==> src/rtl/ctrl_pkg.sv <==
// Shared types and constants for the main control unit.
// Holds the FSM state enum, opcode/ALU/immediate encodings and trap causes.
package ctrl_pkg;

  typedef enum logic [1:0] {
    S_EXEC     = 2'b00,
    S_MEM_WAIT = 2'b01,
    S_TRAP     = 2'b10
  } state_e;

  localparam logic [6:0] OP_R     = 7'b0110011;
  localparam logic [6:0] OP_I     = 7'b0010011;
  localparam logic [6:0] OP_LOAD  = 7'b0000011;
  localparam logic [6:0] OP_STORE = 7'b0100011;

  localparam logic [2:0] F3_WORD = 3'b010;

  localparam logic [3:0] ALU_AND = 4'b0000;
  localparam logic [3:0] ALU_OR  = 4'b0001;
  localparam logic [3:0] ALU_ADD = 4'b0010;
  localparam logic [3:0] ALU_XOR = 4'b0011;
  localparam logic [3:0] ALU_SLL = 4'b0100;
  localparam logic [3:0] ALU_SRL = 4'b0101;
  localparam logic [3:0] ALU_SUB = 4'b0110;
  localparam logic [3:0] ALU_SLT = 4'b0111;
  localparam logic [3:0] ALU_SRA = 4'b1000;

  localparam logic [1:0] IMM_I = 2'b00;
  localparam logic [1:0] IMM_S = 2'b01;
  localparam logic [1:0] IMM_B = 2'b10;
  localparam logic [1:0] IMM_U = 2'b11;

  localparam logic [1:0] TC_NONE    = 2'b00;
  localparam logic [1:0] TC_ILLEGAL = 2'b01;
  localparam logic [1:0] TC_MEM_TO  = 2'b10;

  function automatic logic is_mem_op(
    input logic [6:0] opc
  );
    return (opc == OP_LOAD) || (opc == OP_STORE);
  endfunction

endpackage

==> src/rtl/main_ctrl_fsm_if.sv <==
// Bundle between the control unit and the datapath / data memory.
// master: control unit (reads instruction, mem_ready; drives controls,
// trap status and retired count). slave: datapath side.
interface main_ctrl_fsm_if #(
  parameter int CNT_W = 32
);

  logic [31:0]      instruction;
  logic             mem_ready;
  logic             ALUsrc;
  logic [1:0]       imm_src;
  logic [3:0]       Operation;
  logic             rg_wrt_en;
  logic             MemtoReg;
  logic             re;
  logic             we;
  logic             pc_en;
  logic             trap;
  logic [1:0]       trap_cause;
  logic [CNT_W-1:0] instret;

  modport master (
    input  instruction,
    input  mem_ready,
    output ALUsrc,
    output imm_src,
    output Operation,
    output rg_wrt_en,
    output MemtoReg,
    output re,
    output we,
    output pc_en,
    output trap,
    output trap_cause,
    output instret
  );

  modport slave (
    output instruction,
    output mem_ready,
    input  ALUsrc,
    input  imm_src,
    input  Operation,
    input  rg_wrt_en,
    input  MemtoReg,
    input  re,
    input  we,
    input  pc_en,
    input  trap,
    input  trap_cause,
    input  instret
  );

endinterface

==> src/rtl/alu_decoder.sv <==
// Combinational opcode/funct3/funct7 -> ALU operation plus illegal flag.
// Ports: opcode_i, funct3_i, funct7_i in; op_o, illegal_o out.
module alu_decoder (
  input  logic [6:0] opcode_i,
  input  logic [2:0] funct3_i,
  input  logic [6:0] funct7_i,
  output logic [3:0] op_o,
  output logic       illegal_o
);
  import ctrl_pkg::*;

  logic f7_zero;
  logic f7_alt;

  always_comb begin
    f7_zero   = (funct7_i == 7'b0000000);
    f7_alt    = (funct7_i == 7'b0100000);
    op_o      = ALU_ADD;
    illegal_o = 1'b0;
    unique case (1'b1)
      (opcode_i == OP_R): begin
        case (funct3_i)
          3'b000: begin
            op_o      = f7_alt ? ALU_SUB : ALU_ADD;
            illegal_o = !(f7_zero || f7_alt);
          end
          3'b001: begin
            op_o      = ALU_SLL;
            illegal_o = !f7_zero;
          end
          3'b010: begin
            op_o      = ALU_SLT;
            illegal_o = !f7_zero;
          end
          3'b100: begin
            op_o      = ALU_XOR;
            illegal_o = !f7_zero;
          end
          3'b101: begin
            op_o      = f7_alt ? ALU_SRA : ALU_SRL;
            illegal_o = !(f7_zero || f7_alt);
          end
          3'b110: begin
            op_o      = ALU_OR;
            illegal_o = !f7_zero;
          end
          3'b111: begin
            op_o      = ALU_AND;
            illegal_o = !f7_zero;
          end
          default: illegal_o = 1'b1;
        endcase
      end
      (opcode_i == OP_I): begin
        // funct7 only matters for the shift-immediate forms
        case (funct3_i)
          3'b000: op_o = ALU_ADD;
          3'b001: begin
            op_o      = ALU_SLL;
            illegal_o = !f7_zero;
          end
          3'b010: op_o = ALU_SLT;
          3'b100: op_o = ALU_XOR;
          3'b101: begin
            op_o      = f7_alt ? ALU_SRA : ALU_SRL;
            illegal_o = !(f7_zero || f7_alt);
          end
          3'b110: op_o = ALU_OR;
          3'b111: op_o = ALU_AND;
          default: illegal_o = 1'b1;
        endcase
      end
      (opcode_i == OP_LOAD): begin
        op_o      = ALU_ADD;
        illegal_o = (funct3_i != F3_WORD);
      end
      (opcode_i == OP_STORE): begin
        op_o      = ALU_ADD;
        illegal_o = (funct3_i != F3_WORD);
      end
      default: illegal_o = 1'b1;
    endcase
  end

endmodule

==> src/rtl/main_ctrl_fsm.sv <==
// Main control unit: decodes the instruction, waits on data memory for
// LW/SW, stalls the PC, counts retired instructions and traps.
// Ports: clk, reset (async, active-high); bus (master) carries
// instruction/mem_ready in and all controls, trap status, instret out.
module main_ctrl_fsm #(
  parameter int MEM_TIMEOUT = 15,
  parameter int CNT_W       = 32
) (
  input  logic            clk,
  input  logic            reset,
  main_ctrl_fsm_if.master bus
);
  import ctrl_pkg::*;

  // wait counter value seen in the last allowed MEM_WAIT cycle
  localparam logic [7:0] TO_LAST = 8'(MEM_TIMEOUT - 1);

  state_e           state_q, state_d;
  logic [7:0]       wcnt_q, wcnt_d;
  logic [CNT_W-1:0] instret_q, instret_d;
  logic             trap_q, trap_d;
  logic [1:0]       cause_q, cause_d;

  logic [6:0] opcode;
  logic [3:0] dec_op;
  logic       dec_ill;
  logic       is_r;
  logic       is_ld;
  logic       is_st;
  logic       is_mem;
  logic       unused_bits;

  logic       alusrc;
  logic [1:0] imm;
  logic [3:0] op;
  logic       rg_we;
  logic       m2r;
  logic       rd_en;
  logic       wr_en;
  logic       pc_adv;

  assign opcode = bus.instruction[6:0];
  assign is_r   = (opcode == OP_R);
  assign is_ld  = (opcode == OP_LOAD);
  assign is_st  = (opcode == OP_STORE);
  assign is_mem = is_mem_op(opcode);

  // register indices and immediates belong to the datapath
  assign unused_bits = ^{bus.instruction[24:15],
                         bus.instruction[11:7]};

  alu_decoder u_dec (
    .opcode_i  (opcode),
    .funct3_i  (bus.instruction[14:12]),
    .funct7_i  (bus.instruction[31:25]),
    .op_o      (dec_op),
    .illegal_o (dec_ill)
  );

  always_ff @(posedge clk or posedge reset) begin
    if (reset) begin
      state_q   <= S_EXEC;
      wcnt_q    <= '0;
      instret_q <= '0;
      trap_q    <= 1'b0;
      cause_q   <= TC_NONE;
    end else begin
      state_q   <= state_d;
      wcnt_q    <= wcnt_d;
      instret_q <= instret_d;
      trap_q    <= trap_d;
      cause_q   <= cause_d;
    end
  end

  always_comb begin
    state_d   = state_q;
    wcnt_d    = wcnt_q;
    instret_d = instret_q;
    trap_d    = trap_q;
    cause_d   = cause_q;
    alusrc    = 1'b0;
    imm       = IMM_I;
    op        = ALU_AND;
    rg_we     = 1'b0;
    m2r       = 1'b0;
    rd_en     = 1'b0;
    wr_en     = 1'b0;
    pc_adv    = 1'b0;
    unique case (state_q)
      S_EXEC: begin
        if (dec_ill) begin
          state_d = S_TRAP;
          trap_d  = 1'b1;
          cause_d = TC_ILLEGAL;
        end else begin
          alusrc = is_r;
          imm    = is_st ? IMM_S : IMM_I;
          op     = dec_op;
          if (is_mem) begin
            state_d = S_MEM_WAIT;
            wcnt_d  = '0;
          end else begin
            rg_we     = 1'b1;
            pc_adv    = 1'b1;
            instret_d = instret_q + CNT_W'(1);
          end
        end
      end
      S_MEM_WAIT: begin
        // PC is stalled, so the instruction is still the LW/SW
        imm    = is_st ? IMM_S : IMM_I;
        op     = dec_op;
        rd_en  = is_ld;
        wr_en  = is_st;
        wcnt_d = wcnt_q + 8'd1;
        // a ready in the timeout cycle still retires
        if (bus.mem_ready) begin
          rg_we     = is_ld;
          m2r       = is_ld;
          pc_adv    = 1'b1;
          instret_d = instret_q + CNT_W'(1);
          state_d   = S_EXEC;
        end else if (wcnt_q == TO_LAST) begin
          state_d = S_TRAP;
          trap_d  = 1'b1;
          cause_d = TC_MEM_TO;
        end
      end
      S_TRAP: state_d = S_TRAP;
      default: state_d = S_EXEC;
    endcase
    // outputs follow reset immediately, not at the next edge
    if (reset) begin
      alusrc = 1'b0;
      imm    = IMM_I;
      op     = ALU_AND;
      rg_we  = 1'b0;
      m2r    = 1'b0;
      rd_en  = 1'b0;
      wr_en  = 1'b0;
      pc_adv = 1'b0;
    end
  end

  assign bus.ALUsrc     = alusrc;
  assign bus.imm_src    = imm;
  assign bus.Operation  = op;
  assign bus.rg_wrt_en  = rg_we;
  assign bus.MemtoReg   = m2r;
  assign bus.re         = rd_en;
  assign bus.we         = wr_en;
  assign bus.pc_en      = pc_adv;
  assign bus.trap       = trap_q;
  assign bus.trap_cause = cause_q;
  assign bus.instret    = instret_q;

endmodule
==> src/flat_wrapper.sv <==
// flat-port wrapper written by rule: the top's interface ports become plain ports
module main_ctrl_fsm_flat import ctrl_pkg::*;
#(
  parameter int MEM_TIMEOUT = 15,
  parameter int CNT_W       = 32
)
  (clk, reset, bus_instruction, bus_mem_ready, bus_ALUsrc, bus_imm_src, bus_Operation, bus_rg_wrt_en, bus_MemtoReg, bus_re, bus_we, bus_pc_en, bus_trap, bus_trap_cause, bus_instret);
  main_ctrl_fsm_if #(.CNT_W(CNT_W)) bus_i ();
  input  logic clk;
  input  logic reset;
  input wire logic [$bits(bus_i.instruction)-1:0] bus_instruction;
  input wire logic [$bits(bus_i.mem_ready)-1:0] bus_mem_ready;
  output wire logic [$bits(bus_i.ALUsrc)-1:0] bus_ALUsrc;
  output wire logic [$bits(bus_i.imm_src)-1:0] bus_imm_src;
  output wire logic [$bits(bus_i.Operation)-1:0] bus_Operation;
  output wire logic [$bits(bus_i.rg_wrt_en)-1:0] bus_rg_wrt_en;
  output wire logic [$bits(bus_i.MemtoReg)-1:0] bus_MemtoReg;
  output wire logic [$bits(bus_i.re)-1:0] bus_re;
  output wire logic [$bits(bus_i.we)-1:0] bus_we;
  output wire logic [$bits(bus_i.pc_en)-1:0] bus_pc_en;
  output wire logic [$bits(bus_i.trap)-1:0] bus_trap;
  output wire logic [$bits(bus_i.trap_cause)-1:0] bus_trap_cause;
  output wire logic [$bits(bus_i.instret)-1:0] bus_instret;
  assign bus_i.instruction = bus_instruction;
  assign bus_i.mem_ready = bus_mem_ready;
  assign bus_ALUsrc = bus_i.ALUsrc;
  assign bus_imm_src = bus_i.imm_src;
  assign bus_Operation = bus_i.Operation;
  assign bus_rg_wrt_en = bus_i.rg_wrt_en;
  assign bus_MemtoReg = bus_i.MemtoReg;
  assign bus_re = bus_i.re;
  assign bus_we = bus_i.we;
  assign bus_pc_en = bus_i.pc_en;
  assign bus_trap = bus_i.trap;
  assign bus_trap_cause = bus_i.trap_cause;
  assign bus_instret = bus_i.instret;
  main_ctrl_fsm #(.MEM_TIMEOUT(MEM_TIMEOUT), .CNT_W(CNT_W)) u_core (.clk(clk), .reset(reset), .bus(bus_i));
endmodule
==> config.mk <==
export PLATFORM = sky130hd
export DESIGN_NAME = main_ctrl_fsm_flat
export DESIGN_NICKNAME = d
export VERILOG_FILES = /design/src/rtl/ctrl_pkg.sv /design/src/rtl/main_ctrl_fsm_if.sv /design/src/rtl/alu_decoder.sv /design/src/rtl/main_ctrl_fsm.sv /design/src/flat_wrapper.sv
export SDC_FILE = /design/constraint.sdc
export NUM_CORES = 1
export LEC_CHECK = 0
export ABC_AREA = 1
export BUFFER_PORTS_ARGS = -buffer_cell sky130_fd_sc_hd__buf_2
export CORE_ASPECT_RATIO = 1.25
export CORE_MARGIN = 8
export CORE_UTILIZATION = 53
export CTS_CLUSTER_DIAMETER = 200
export DETAILED_ROUTE_END_ITERATION = 10
export MAX_ROUTING_LAYER = met4
export PLACE_DENSITY = 0.77
export SYNTH_ARGS = -nofsm -noshare
export SYNTH_HDL_FRONTEND = slang
export SYNTH_SLANG_ARGS = --single-unit
==> constraint.sdc <==
create_clock -name clk -period 2 [get_ports clk]
set_clock_uncertainty 0.1 [all_clocks]
set_input_delay 0.1 -clock clk [delete_from_list [all_inputs] [get_ports clk]]
set_output_delay 0.1 -clock clk [all_outputs]
set_load 0.02 [all_outputs]
# Word level (Yosys, flattened, before mapping)
# Cells that the tools add are included.
[word_totals]
reg_bits = 45
inputBits = 35
output_inout_bits = 47
wordCells = 98
[classes]
addsub = 2
n_eq_ne = 24
n_mux = 51
n_reduce_logical = 16
[op_table]
columns = ["cell", "n"]
rows = [
  ["32-bit 2-to-1 mux", 3],
  ["32-bit case mux with 2 select lines", 1],
  ["32-bit by 1-bit adder with 32-bit output (second input constant)", 1],
  ["4-bit case mux with 7 select lines", 1],
  ["4-bit case mux with 6 select lines", 1],
  ["7-bit by 6-bit == test with 1-bit output (second input constant)", 3],
  ["1-bit 2-to-1 mux", 19],
  ["2-bit 2-to-1 mux", 8],
  ["8-bit 2-to-1 mux", 2],
  ["4-bit case mux with 2 select lines", 2],
  ["8-bit case mux with 2 select lines", 1],
  ["3-bit == test (second input constant)", 4],
  ["4-bit 2-to-1 mux", 3],
  ["5-bit OR reduction", 2],
  ["8-bit by 1-bit adder with 8-bit output (second input constant)", 1],
  ["8-bit by 4-bit == test with 1-bit output (second input constant)", 1],
  ["2-bit != test (second input constant)", 4],
  ["1-bit case mux with 2 select lines", 4],
  ["2-bit case mux with 2 select lines", 2],
  ["4-bit AND reduction", 2],
  ["7-bit by 2-bit == test with 1-bit output (second input constant)", 1],
  ["7-bit by 5-bit == test with 1-bit output (second input constant)", 1],
  ["7-bit zero test", 1],
  ["2-bit by 1-bit != test with 1-bit output (second input constant)", 3],
  ["other kinds (17)", 22],
]

# Depth between registers and ports, before layout
# Gate-level depths: netlist (run 1).
[logic_depth]
depth_word = 8
depth_mapped = 13
depth_no_buf = 13

# Cells and area by module
# Synthesis (run 1) repeated with hierarchy kept, for this count alone.
[unflattened]
cells_unflattened = 454
area_unflattened_um2 = 3019.1
[modules_own_cells]
columns = ["mod", "instances", "cells_per_inst", "area_each_um2"]
rows = [
  ["main_ctrl_fsm", 1, 393, 2751.4],
  ["alu_decoder", 1, 61, 267.8],
]

# Least setup slack after synthesis (run 1)
# No wires, ideal clock.
[synth_path]
path_type = "register to register"
from = "register u_core.instret_q[0] (netlist: u_core.bus.instret[0])"
to = "register u_core.instret_q[24] (netlist: u_core.bus.instret[24])"
setup_time_ns = 0.066
arrival_time_ns = 1.629
setup_slack_ns = 0.205
path_stages_with_launch = 9
n_path_buf = 0
synth_period_minus_slack_ns = 1.795
path_cell_list = "dfrtp_1 ha_1 nand3_2 nor2_2 nand3_1 nor3_1 xor2_1 nand2_1 nand2_1"
[synth_via]
elab_chain_cells = 4
elab_cells_between_ends = 5
classes_between = "add/sub: 1; mux: 4"
[synth_lines]
columns = ["element", "line", "source"]
rows = [
  ["start, declared", "main_ctrl_fsm.sv:20", "logic [CNT_W-1:0] instret_q, instret_d;"],
  ["start signal, assigned", "main_ctrl_fsm.sv:70", "instret_q <= instret_d;"],
  ["32-bit by 1-bit adder with 32-bit output *", "main_ctrl_fsm.sv:106, main_ctrl_fsm.sv:122", ""],
  ["32-bit 2-to-1 mux", "main_ctrl_fsm.sv:100", "if (is_mem) begin"],
  ["32-bit 2-to-1 mux", "main_ctrl_fsm.sv:92", "if (dec_ill) begin"],
  ["32-bit case mux with 2 select lines *", "main_ctrl_fsm.sv:90", "unique case (state_q)"],
]
# Mark *: on every way between the ends. The rest lies on a longest branch, timed or not. The select of a mux whose other input is x is not followed.
# A chain may end at the register's enable or synchronous reset.

# Worst setup path after layout (run 1)
[layout_path]
from = "register u_core.state_q[1]"
to = "output port bus_rg_wrt_en"
[layout_via]
elab_chain_cells = 3
elab_cells_between_ends = 4
classes_between = "eq/ne: 1; mux: 2; reduce/logical: 1"
[layout_lines]
columns = ["element", "line", "source"]
rows = [
  ["start, declared", "main_ctrl_fsm.sv:18", "state_e state_q, state_d;"],
  ["start signal, assigned", "main_ctrl_fsm.sv:68", "state_q <= state_d;"],
  ["2-bit by 1-bit == test with 1-bit output or 2-bit zero test (tied branches)", "main_ctrl_fsm.sv:90", ""],
  ["1-bit case mux with 2 select lines *", "main_ctrl_fsm.sv:90", ""],
  ["1-bit 2-to-1 mux *", "main_ctrl_fsm.sv:134", "if (reset) begin"],
  ["end, declared", "flat_wrapper.sv:16", "output wire logic [$bits(bus_i.rg_wrt_en)-1:0] bus_rg_wrt_en;"],
]
# Mark *: on every way between the ends. The rest lies on a longest branch, timed or not.

==> impl_metrics.py, run 1 <==
metrics = {
    "critical_path": {
        "max_stage_delay_ns": 0.46,
        "worstSetupEndpointType": "primary output",
        "worstPathArrival_ns": 1.70,
        "crit_chain": "nor2_1 > o31ai_1 > inv_1 > nand3_4 > nand2_4 > nand2_1 > nor2_1 > buf_2",
        "required_ns": 1.80,
        "crit_fanout": 6,
        "worst-setup-path-type": "flop to primary output",
        "cp-start-kind": "flop",
        "cp_slowest_cell": "dfrtp_1",
        "crit_top_cell": "nor2_1",
    },
    "global_route": {
        "grt_pass1_vias": 3163,
        "antenna_found_initial": 0,
        "grt_max_degree": 46,
        "grt_usage": 0.2058,
        "grt-ovfl-total": 0,
        "met1_usage": 0.2157,
        "met3_usage": 0.04221,
        "grt_pass1_wl_mm": 14.15,
        "met2_usage": 0.3722,
        "grt-busiest-layer": "met2",
    },
    "synth": {
        "syn_avg_cell_area_sq_um": 6.782,
        "yosysMostFrequentCell": "nand2_1",
        "synth.distinct_cells": 31,
        "synth-simple-area-share": 0.4510,
        "synthTopCellsByArea": "dfrtp_1 36%, nand2_1 21%, nand3_1 8.4%, xor2_1 5.6%, nor2_1 5.1%",
        "synth-seq-area-share": 0.3617,
        "syn_area_sq_um": 3113,
        "synth-xor-area-share": 0.08441,
        "yosysTopAreaCell": "dfrtp_1",
        "synthMuxAreaShare": 0,
        "synthAdderAreaFrac": 0.01206,
        "async_flop_share": 1.000,
        "synth_commonest_cells": "173 x nand2_1, 52 x nand3_1, 45 x dfrtp_1",
        "synthFlopType": "dfrtp_1",
        "synth_top_family_by_area": "simple AND/OR/NAND/NOR gates",
        "synth_cells": 459,
        "synth_enable_flop_cells": 0,
        "synth_top_area_frac": 0.3617,
        "syn_nets": 497,
        "synth_compound_area_frac": 0.01849,
        "yosys_warnings": 0,
        "ys_ff_latch": 45,
    },
    "die": {
        "die_x_um": 84.55,
        "die_area_sq_um": 8597,
        "core_area_sq_um": 5741,
        "die_y_um": 101.7,
        "fp-row-count": 31,
        "start_util": 0.5423,
        "io_pins": 82,
    },
    "hold_path": {
        "hp-class": "primary input to flop",
    },
    "cts": {
        "clkTransAtPathRegs_ns": 0.09,
        "clk_path_buf_depth": 2,
        "cts_tree": "done",
        "cts-buffers-inserted": 5,
        "post_cts_buffers": 0,
        "clock-sinks": 45,
        "insertion_delay_ns": 0.30,
        "h-tree-depth": 2,
        "cts-root-buf": "clkbuf_8",
    },
    "placed_design": {
        "gp_congestion": 0.9612,
        "dpl.hpwl_mm": 6.451,
        "io_buffers": 65,
    },
    "sta": {
        "slew_viol_final": 0,
        "worst_pin_slew_ns": 0.5588,
        "rsz0062_at_grt": "false",
        "clock.fmax_ghz": 0.5276,
        "fin_crit_sh": 0.9477,
        "relSlewSlack": 0.6274,
        "period_minus_slack_ns": 1.895,
        "setup_viol": 0,
        "setup_tns_ns": 0,
        "finalHoldViolCount": 0,
    },
    "cells_and_area": {
        "diodes": 0,
        "drive_gt1_frac": 0.2011,
        "area_growth_pct": 17.52,
        "final_core_util": 0.6373,
        "final_nets": 569,
        "fillers": 513,
    },
    "detailed_routing": {
        "drc": 0,
        "firstDrtPassIters": 4,
        "vias_per_cell": 5.246,
        "ant_nets": 0,
        "wl_per_cell_um": 13.80,
        "drt-total-wl_mm": 8.250,
        "vias": 3137,
        "drt_iter0_drc": 112,
    },
    "run_status": {
        "status": "finished, final reports clean",
    },
    "power_and_ir_drop": {
        "leakage_nw": 2.026,
        "powerDensity_nw_per_um2": 441.3,
        "peakVddDrop_uv": 258.6,
    },
    "run": {
        "drv_cap": 0,
    },
}
==> area by class of cell <==
| cell class | instances | area (sq um) | area share |
|---|---|---|---|
| well taps | 66 | 82.58 | 0.02257 |
| multi-input cells | 363 | 1792 | 0.4897 |
| flip-flops and latches | 45 | 1126 | 0.3078 |
| clock buffers | 7 | 96.34 | 0.02633 |
| repair buffers | 75 | 402.9 | 0.1101 |
| inverters | 41 | 153.9 | 0.04207 |
| clock inverters | 1 | 5.005 | 0.001368 |
==> repair_timing <==
action | CTS | global route
resized for setup | 0 | 5
hold endpoints to repair | 45 | 0
hold buffers | 1 | 0
endpoints found under the setup margin | 0 | 7
==> cell families (layout without fill, tap and decap cells) <==
| logic type | after synthesis | count (layout) |
|---|---|---|
| flip-flops | 45 | 45 |
| AND/OR/NAND/NOR | 318 | 318 |
| XOR/XNOR | 30 | 30 |
| AO/OA/AOI/OAI | 11 | 11 |
| buffers and inverters | 51 | 124 |
| adder cells (fa/ha/maj) | 3 | 3 |
| other | 1 | 1 |
==> sequential cells by signal, summed over array words and instances, names as in the netlist <==
signal and count:
u_core.state_q 2, u_core.bus.trap_cause 2, u_core.bus.trap 1, u_core.wcnt_q 8, u_core.bus.instret 32
==> report_power, final <==
part / internal [mW] / switching [mW]
logic: 0.0270 / 0.0535
registers: 0.910 / 0.000746
clock network: 0.313 / 0.311
==> metrics by stage <==
step                setup slack (ns)  power, mW  hold slack, ns  instances  cell area (sq um)
global placement              0.1651      1.008          0.2383        589               3521
floorplan                     0.2045     0.9732          0.1887        459               3113
detailed placement            0.1269      1.010          0.2435        589               3521
finish                        0.1046      1.615          0.1112        598               3659
CTS                           0.1066      1.631          0.1017        598               3632
global route                0.007975      1.668          0.1534        598               3659
==> critical path: cells and delay by family (launching register included) <==
family	cells	cell delay, ns
compound gates	1	0.10
buf+inv	2	0.29
flops	1	0.46
simple gates	5	0.55
==> cell usage in the layout, fill, tap and decap left out, drive strengths merged <==
cell and instances:
nand2 175, buf 74, nand3 55, nor2 47, dfrtp 45, inv 41
nor3 22, xor2 20, xnor2 10, nand4 9, o21ai 9, clkbuf 7
or2 3, ha 3, nor4 3, nor3b 2, nand3b 1, or3b 1
o31ai 1, a21oi 1, conb 1, clkinv 1, dlygate4sd3 1
==> routing by layer <==
metal / up-vias / routed length, um
met4: 0 / 238
met2: 75 / 4209
met5: - / 0
met1: 1444 / 3441
li1: 1601 / -
met3: 17 / 361
==> final timing paths <==
check                                 startpoint                endpoint  slack (ns)  depth (start not counted)
max                            u_core.state_q[1]           bus_rg_wrt_en        0.10                          8
min                                bus_mem_ready       u_core.state_q[0]        0.11                          6
max reg2reg                u_core.bus.instret[1]  u_core.bus.instret[22]        0.13                          6
min reg2reg                      u_core.bus.trap         u_core.bus.trap        0.37                          2
max in group asynchronous                  reset   u_core.bus.instret[2]        0.96                          4
min in group asynchronous                  reset       u_core.state_q[1]        0.46                          4
(Power assumes the default switching activity.)
==> inputs of run 2 (changes only) <==
- CORE_UTILIZATION: 53 -> 55
- CTS_BUF_LIST: default -> sky130_fd_sc_hd__clkbuf_4
- PLACE_DENSITY: 0.77 -> 0.8
==> run 2 against run 1 <==
Effect of this change:
- hold slack worse by 0.071 ns
- global-route usage is 1.1 points lower
- non-clock buffer count is 1 higher
- routed wire length is 4.0% lower
- largest power group unchanged
- critical endpoint is now bus_MemtoReg
- combinational power is 1% higher
- register-to-register slack better by 0.05 ns
- worst setup slack worse by 0.031 ns
==> impl_metrics.py, run 2 (synthesized netlist as in run 1, its figures left out) <==
metrics = {
    "run_status": {
        "status": "finished, final reports clean",
    },
    "die": {
        "die_y_um": 100.1,
        "start_util": 0.5720,
        "io_pins": 82,
        "core_area_sq_um": 5443,
        "die_area_sq_um": 8339,
        "fp-row-count": 30,
        "die_x_um": 83.29,
    },
    "detailed_routing": {
        "routed.top_layer": "met4",
        "dr_wl_met2_mm": 4.115,
        "drt-total-wl_mm": 7.917,
        "drt-met1-wl_mm": 3.254,
        "vias": 3154,
        "wl_met3_um": 389,
        "firstDrtPassIters": 4,
        "vias_per_cell": 5.283,
        "ant_nets": 0,
        "wl_per_cell_um": 13.26,
        "drt_iter0_drc": 169,
        "drc": 0,
    },
    "sta": {
        "slew_viol_final": 0,
        "finalHoldViolCount": 0,
        "fin_crit_sh": 0.9630,
        "holdWs_ns": 0.04033,
        "period_minus_slack_ns": 1.926,
        "setup_tns_ns": 0,
        "setup_viol": 0,
        "layout_setup_ws_ns": 0.07396,
        "rsz0062_at_grt": "true",
        "clock.fmax_ghz": 0.5192,
    },
    "cells_and_area": {
        "layout_common_cells": "173 x nand2_1, 63 x buf_2, 52 x nand3_1, 44 x dfrtp_1, 41 x nor2_1",
        "layout_commonest_cell": "nand2_1",
        "drive_gt1_frac": 0.2045,
        "largest_register_ffs": 32,
        "final_area_sq_um": 3625,
        "area_growth_pct": 16.44,
        "final_nets": 570,
        "diodes": 0,
    },
    "placed_design": {
        "dpl_worst_slack_ns": 0.1287,
        "gp_congestion": 0.9762,
        "io_buffers": 65,
        "placed_area_sq_um": 3503,
        "dpl.hpwl_mm": 6.240,
    },
    "cts": {
        "cts-root-buf": "clkbuf_4",
        "clkTransAtPathRegs_ns": 0.12,
        "clock-sinks": 45,
        "insertion_delay_ns": 0.36,
        "clk_path_buf_depth": 2,
        "cts_tree": "done",
        "cts-buffers-inserted": 5,
        "h-tree-depth": 2,
    },
    "critical_path": {
        "path_depth": 6,
        "cp_slowest_cell": "dfrtp_1",
        "worstPathArrival_ns": 1.73,
        "required_ns": 1.80,
        "crit_buf_inv": 4,
        "crit_fanout": 9,
        "crit_chain": "inv_1 > nor2_2 > buf_4 > inv_1 > nor4_2 > buf_4",
        "cpLargestDelayFamily": "buffers and inverters",
        "cp-start-kind": "flop",
        "reg2reg_depth": 8,
        "max_stage_delay_ns": 0.47,
        "worstSetupEndpointType": "primary output",
        "worst-setup-path-type": "flop to primary output",
    },
    "global_route": {
        "grt_pass1_vias": 3056,
        "grt-ovfl-total": 0,
        "grt_max_degree": 33,
        "antenna_found_initial": 0,
        "grt_pass1_wl_mm": 13.53,
        "grt_usage": 0.1943,
    },
    "power_and_ir_drop": {
        "leakage_nw": 2.009,
        "powerDensity_nw_per_um2": 395.0,
        "peakVddDrop_uv": 253.1,
    },
    "run": {
        "drv_cap": 0,
    },
    "hold_path": {
        "hp-class": "primary input to flop",
        "holdPathStages": 6,
    },
}
[run 2: cell count changes in the layout (fill, tap and decap cells not counted), sizes merged]
cell and delta:
clkinv +1, buf +1, clkbuf -1
[run 2: path summary, 6_finish.rpt]
| kind | start | slack, ns | to |
|---|---|---|---|
| setup / recovery | u_core.state_q[0] | 0.07 | bus_MemtoReg |
| hold / removal | bus_mem_ready | 0.04 | u_core.state_q[0] |
| setup reg to reg | u_core.bus.instret[7] | 0.18 | u_core.bus.instret[27] |
| hold reg to reg | u_core.bus.trap | 0.38 | u_core.bus.trap |
| max in group asynchronous | reset | 0.88 | u_core.state_q[1] |
| min in group asynchronous | reset | 0.21 | u_core.bus.trap_cause[1] |
[run 2: timing repair]
item / in CTS / in global routing
hold buffers: 1 / 0
buffers inserted: 0 / 3
endpoints found under the hold margin: 17 / 0
resized for setup: 1 / 8
setup endpoints to repair: 1 / 6
[run 2: layout make-up]
| class | instances | area [sq um] |
|---|---|---|
| Sequential cell | 45 | 1127 |
| Multi-Input combinational cell | 363 | 1793 |
| Timing Repair Buffer | 76 | 415.4 |
| Clock buffer | 6 | 45.04 |
| Tap cell | 64 | 80.08 |
| Inverter | 41 | 153.9 |
| Clock inverter | 2 | 10.01 |
| Fill cell | 504 | 1818 |
[run 2: metal layers]
layer	vias to the layer above	GRT usage
met1	1451	0.2068
met5	-	-
met4	0	0.05962
met2	84	0.3507
li1	1606	-
met3	13	0.04295
[run 2: worst register-to-register path, cell delays in order (launching register included)]
cell and delay (ns):
dfrtp_1 0.47, inv_1 0.12, nor3_1 0.31, nand2_1 0.14, nor2_1 0.23, nand2_1 0.13
xnor2_1 0.14, nand2_1 0.07, nand2_1 0.05
[run 2: report_power, final]
group / total, mW / switching (mW) / internal [mW]
sequential: 0.912 / 0.000731 / 0.911
combinational: 0.0817 / 0.0546 / 0.0271
clock: 0.438 / 0.290 / 0.148
[run 2: metrics by stage]
step | util | std cells | power, mW
6_report | 0.6660 | 597 | 1.432
5_1_grt | 0.6660 | 597 | 1.477
4_1_cts | 0.6561 | 594 | 1.443
3_5_place_dp | 0.6437 | 585 | 1.010
3_3_place_gp | 0.6437 | 585 | 1.008
2_1_floorplan | - | 459 | 0.9732
